File: config.mk
export PLATFORM = sky130hd
export DESIGN_NAME = cesar_shift_flat
export DESIGN_NICKNAME = d
export VERILOG_FILES = /design/src/rtl/cesar_shift_if.sv /design/src/rtl/cesar_shift.sv /design/src/flat_wrapper.sv
export SDC_FILE = /design/constraint.sdc
export NUM_CORES = 1
export LEC_CHECK = 0
export CAP_MARGIN = 15
export CORE_UTILIZATION = 44
export CTS_BUF_LIST = sky130_fd_sc_hd__clkbuf_8 sky130_fd_sc_hd__clkbuf_16
export CTS_CLUSTER_SIZE = 24
export DETAILED_ROUTE_END_ITERATION = 8
export PLACE_DENSITY = 0.87
export SLEW_MARGIN = 5
export SYNTH_ARGS = -nofsm -noshare
export SYNTH_HDL_FRONTEND = slang
export SYNTH_SLANG_ARGS = --single-unit
File: constraint.sdc
create_clock -name clk -period 1.7 [get_ports clk]
set_input_delay 0.17 -clock clk [delete_from_list [all_inputs] [get_ports clk]]
set_output_delay 0.17 -clock clk [all_outputs]
set_load 0.02 [all_outputs]
File: src/rtl/cesar_shift_if.sv
// Handshake and data bundle for the cesar_shift Johnson-code digit shifter.
// The requester drives start/dir/key/din and watches busy/done/err/dout.
interface cesar_shift_if;
    logic       start;
    logic       dir;
    logic [3:0] key;
    logic [4:0] din;
    logic [4:0] dout;
    logic       busy;
    logic       done;
    logic       err;

    modport master (
        output start, dir, key, din,
        input  dout, busy, done, err
    );

    modport slave (
        input  start, dir, key, din,
        output dout, busy, done, err
    );
endinterface

File: src/rtl/cesar_shift.sv
// cesar_shift: Caesar-shifts one decimal digit held in a 5-bit, 10-state
// Johnson code by (key mod 10) positions, one position per clock.
// Optional feature: define CESAR_DECRYPT_EN to honour dir (backward shift);
// without it dir is ignored and every shift goes forward.
module cesar_shift (
    input  logic          clk,
    input  logic          rst,
    cesar_shift_if.slave  bus
);

    typedef enum logic {
        IDLE  = 1'b0,
        SHIFT = 1'b1
    } state_t;

    // Legal Johnson codes, digit gi lives at bits [gi*5 +: 5].
    localparam logic [49:0] LEGAL_CODES = {
        5'b00000, 5'b00001, 5'b00011, 5'b00111, 5'b01111,
        5'b11111, 5'b11110, 5'b11100, 5'b11000, 5'b10000
    };

    state_t     state_reg, state_next;
    logic [4:0] r_reg, r_next;
    logic [3:0] cnt_reg, cnt_next;
    logic       err_reg, err_next;
    logic       done_reg, done_next;

    logic [9:0] code_hit;
    logic       din_legal;
    logic [3:0] key_mod;
    logic [4:0] fwd_step;
    logic [4:0] step;
    logic       accept;

    // One comparator per legal code; din is legal if any of them matches.
    generate
        for (genvar gi = 0; gi < 10; gi++) begin : g_legal
            assign code_hit[gi] = (bus.din == LEGAL_CODES[gi*5 +: 5]);
        end
    endgenerate

    assign din_legal = |code_hit;
    assign accept    = (state_reg == IDLE) && bus.start;

    // Keys 10..15 fold onto 0..5.
    assign key_mod  = (bus.key >= 4'd10) ? (bus.key - 4'd10) : bus.key;

    // Rotating the inverted end bit walks the ring one digit up.
    assign fwd_step = {~r_reg[0], r_reg[4:1]};

`ifdef CESAR_DECRYPT_EN
    logic       dir_reg;
    logic [4:0] bwd_step;

    assign bwd_step = {r_reg[3:0], ~r_reg[4]};
    assign step     = dir_reg ? bwd_step : fwd_step;

    // Direction is captured only when a request is accepted.
    always_ff @(posedge clk) begin
        if (rst) begin
            dir_reg <= 1'b0;
        end else if (accept) begin
            dir_reg <= bus.dir;
        end
    end
`else
    // dir stays on the interface but has no effect in the forward-only build.
    logic unused_dir;
    assign unused_dir = bus.dir;
    assign step       = fwd_step;
`endif

    // State and datapath registers; reset parks on digit 0.
    always_ff @(posedge clk) begin
        if (rst) begin
            state_reg <= IDLE;
            r_reg     <= 5'b10000;
            cnt_reg   <= 4'd0;
            err_reg   <= 1'b0;
            done_reg  <= 1'b0;
        end else begin
            state_reg <= state_next;
            r_reg     <= r_next;
            cnt_reg   <= cnt_next;
            err_reg   <= err_next;
            done_reg  <= done_next;
        end
    end

    // Next-state logic: load on accept, step until the count runs out,
    // and bail out immediately on an illegal code.
    always_comb begin
        state_next = state_reg;
        r_next     = r_reg;
        cnt_next   = cnt_reg;
        err_next   = err_reg;
        done_next  = 1'b0;
        case (state_reg)
            IDLE: begin
                if (bus.start) begin
                    r_next     = bus.din;
                    cnt_next   = key_mod;
                    err_next   = ~din_legal;
                    state_next = SHIFT;
                end
            end
            SHIFT: begin
                if ((cnt_reg == 4'd0) || err_reg) begin
                    state_next = IDLE;
                    done_next  = 1'b1;
                end else begin
                    r_next   = step;
                    cnt_next = cnt_reg - 4'd1;
                end
            end
            default: begin
                state_next = IDLE;
            end
        endcase
    end

    assign bus.dout = r_reg;
    assign bus.busy = (state_reg == SHIFT);
    assign bus.done = done_reg;
    assign bus.err  = err_reg;

endmodule

File: src/flat_wrapper.sv
// flat-port wrapper written by rule: the top's interface ports become plain ports
module cesar_shift_flat 
  (clk, rst, bus_start, bus_dir, bus_key, bus_din, bus_dout, bus_busy, bus_done, bus_err);
  cesar_shift_if bus_i ();
  input  logic clk;
  input  logic rst;
  input wire logic [$bits(bus_i.start)-1:0] bus_start;
  input wire logic [$bits(bus_i.dir)-1:0] bus_dir;
  input wire logic [$bits(bus_i.key)-1:0] bus_key;
  input wire logic [$bits(bus_i.din)-1:0] bus_din;
  output wire logic [$bits(bus_i.dout)-1:0] bus_dout;
  output wire logic [$bits(bus_i.busy)-1:0] bus_busy;
  output wire logic [$bits(bus_i.done)-1:0] bus_done;
  output wire logic [$bits(bus_i.err)-1:0] bus_err;
  assign bus_i.start = bus_start;
  assign bus_i.dir = bus_dir;
  assign bus_i.key = bus_key;
  assign bus_i.din = bus_din;
  assign bus_dout = bus_i.dout;
  assign bus_busy = bus_i.busy;
  assign bus_done = bus_i.done;
  assign bus_err = bus_i.err;
  cesar_shift u_core (.clk(clk), .rst(rst), .bus(bus_i));
endmodule
==> impl_metrics.csv <==
group,metric,value,unit
outcome,outcome,"complete, no violations",
synth,synth_cell_types,31,
setup_path,r2r_cells,7,
global_route,antenna_found_initial,0,
synth,synthCells,80,
synth,yosysMostFrequentCell,"dfxtp_1",
layout,regArea,240,um2
power,p_per_area,966,nW/um2
setup_path,end_kind,"output pin",
hold_path,hp-class,"reg -> reg",
detailed_routing,drt_iter0_markers,15,
detailed_routing,ant_nets,0,
layout,final_cell_area,956,um2
floorplan,die-area,1720,um2
setup_path,crit_chain,"clkdlybuf4s50_1",
clock_network,clock_path_buffers,2,
clock_network,htreeDepth,1,
synth,syn-num-nets,95,
detailed_routing,drt_first_pass_iters,4,
layout,largest_reg_flops,5,
timing,slew_headroom,0.763,
synth,synth_commonest_cells,"dfxtp_1, nor2_1, inv_1",
placement,place.detailed.hpwl,1300,um
clock_network,cts_hold_buf,0,
layout,nNetsFinal,119,
clock_network,cts_buffers,3,
clock_network,post_cts_buffers,0,
clock_network,cts_tree,"yes",
run,drv_cap,0,
timing,setup_viol,0,
timing,clock_skew,0.00320,ns
synth,synth_top_flop_cell,"dfxtp_1",
layout,multi_input_area,403,um2
detailed_routing,wl,1710,um
floorplan,die_x,41.5,um
clock_network,numClockSinks,12,
timing,timing.hold.ws,0.517,ns
floorplan,fp.dieH,41.5,um
global_route,grt_pass1_wl,2920,um
detailed_routing,wl_per_cell,14.4,um
timing,timing.final.crit_share,0.952,
layout,layout-drive-gt1-share,0.107,
synth,yosysSeqAreaShare,0.350,
setup_path,cp_num_buf_inv,1,
setup_path,start_kind,"register",
clock_network,insertion_delay,0.25,ns
synth,synthTopCellsByArea,"dfxtp_1, mux2i_1, a211oi_1, nor2_1, inv_1",
layout,syn_to_final_growth,39.4,%
global_route,track_usage,0.226,
floorplan,io_pins,21,
floorplan,core_area,1370,um2
synth,synth_edf_count,0,
synth,ys_ff_latch,12,
placement,place_area,901,um2
setup_path,crit_type,"reg -> out",
setup_path,cp.arrival,1.45,ns
clock_network,cts_repair_resize_count,0,
timing,fmax,618,MHz
timing,slew_viol_final,0,
floorplan,start_util,0.502,
detailed_routing,route.detailed.drc,0,
setup_path,crit_path_top_delay_cell,"clkdlybuf4s50_1",
placement,gp_congestion,0.823,
global_route,grt_max_degree,12,
synth,synthArstFlopShare,0,
synth,syn_area,686,um2
synth,ys_warn_count,0,
placement,io_buffers,19,
timing,setup-tns-final,0,ns
detailed_routing,via_per_inst,5.68,
timing,hold_viol,0,
setup_path,crit_cells,1,
setup_path,crit_path_max_fanout,10,
setup_path,cp_top_family,"buffers and inverters",
timing,fin_crit,1.62,ns
power,ir_drop,0.573,mV
global_route,globalRouteOverflowTotal,0,
timing,rsz0062_at_grt,"false",
floorplan,rows,13,
synth,yosys.area.top_type,"dfxtp_1",
power,p_leak,0.387,nW
clock_network,cts_root_buf,"clkbuf_8",
clock_network,cts.clk_slew.worst_paths,0.05,ns
hold_path,hold_depth,2,
synth,avgSynthCellArea,8.57,um2
detailed_routing,vias,670,
layout,num_antenna_cells,0,
global_route,grt_pass1_vias,667,
layout,nFillCells,114,
setup_path,slowest_delay,0.67,ns
synth,synth.top_cell.area_share,0.350,
timing,tightestPinTransition,0.356,ns
power,power.total,0.924,mW
layout,final_core_util,0.700,
setup_path,cp.required,1.53,ns
[power breakdown]
group | switching (mW) | internal [mW] | total [mW]
clock network | 0.112 | 0.205 | 0.317
logic | 0.129 | 0.135 | 0.265
registers | 0.0309 | 0.311 | 0.342
[layout by cell type (no fill, tap or decap), drive strengths merged]
cell type      netlist  final
nand3b               1      1
o21ai                4      4
a21o                 1      1
nor3                 2      2
o2111ai              1      1
a221oi               2      2
ha                   2      2
o211ai               1      1
a22o                 1      1
a21oi                6      6
or3b                 1      1
clkdlybuf4s50        0     19
a211oi               5      5
o211a                1      1
inv                  7      7
and2b                2      2
buf                  2      3
nand2b               2      2
xnor2                1      1
a31oi                1      1
nor2                10     10
mux2                 1      1
nor3b                1      1
nand2                4      4
nand4                1      1
o31ai                2      2
dfxtp               12     12
mux2i                5      5
clkbuf               1      4
[cell type report]
type                            count  area share
Clock buffer                        4      0.0576
Inverter                            7      0.0275
Multi-Input combinational cell     58       0.421
Sequential cell                    12       0.251
Tap cell                           15      0.0196
Timing Repair Buffer               22       0.223
[stage by stage]
stage / instances / worst slack (ns)
6_report: 118 / 0.0819
3_3_place_gp: 114 / 0.144
5_1_grt: 118 / 0.0131
2_1_floorplan: 80 / 0.304
4_1_cts: 118 / 0.0742
3_5_place_dp: 114 / 0.0856
[worst paths after layout]
check                    startpoint            endpoint  slack (ns)
setup / recovery    u_core.bus.busy            bus_busy        0.08
hold / removal    u_core.cnt_reg[1]   u_core.cnt_reg[1]        0.52
setup reg to reg  u_core.cnt_reg[0]  u_core.bus.dout[0]        0.15
hold reg to reg   u_core.cnt_reg[1]   u_core.cnt_reg[1]        0.52
[kinds of logic (layout without fill, tap and decap cells)]
kind of cell | Yosys count | in the layout | synth area share
adders and majority gates | 2 | 2 | 0.0365
and+or+nand+nor | 24 | 24 | 0.186
xor gates and xnor gates | 1 | 1 | 0.0128
DFF | 12 | 12 | 0.350
AOI/OAI and AO/OA | 25 | 25 | 0.263
muxes | 6 | 6 | 0.0894
buffers and inverters | 10 | 33 | 0.0620
[routing by layer]
metal | vias up | GRT usage | part of all wire
met3 | 2 | 0.0696 | 0.055
met5 | - | 0 | 0
met2 | 17 | 0.366 | 0.47
li1 | 334 | - | -
met1 | 317 | 0.266 | 0.46
met4 | 0 | 0.116 | 0.017
(Power assumes the default switching activity.)
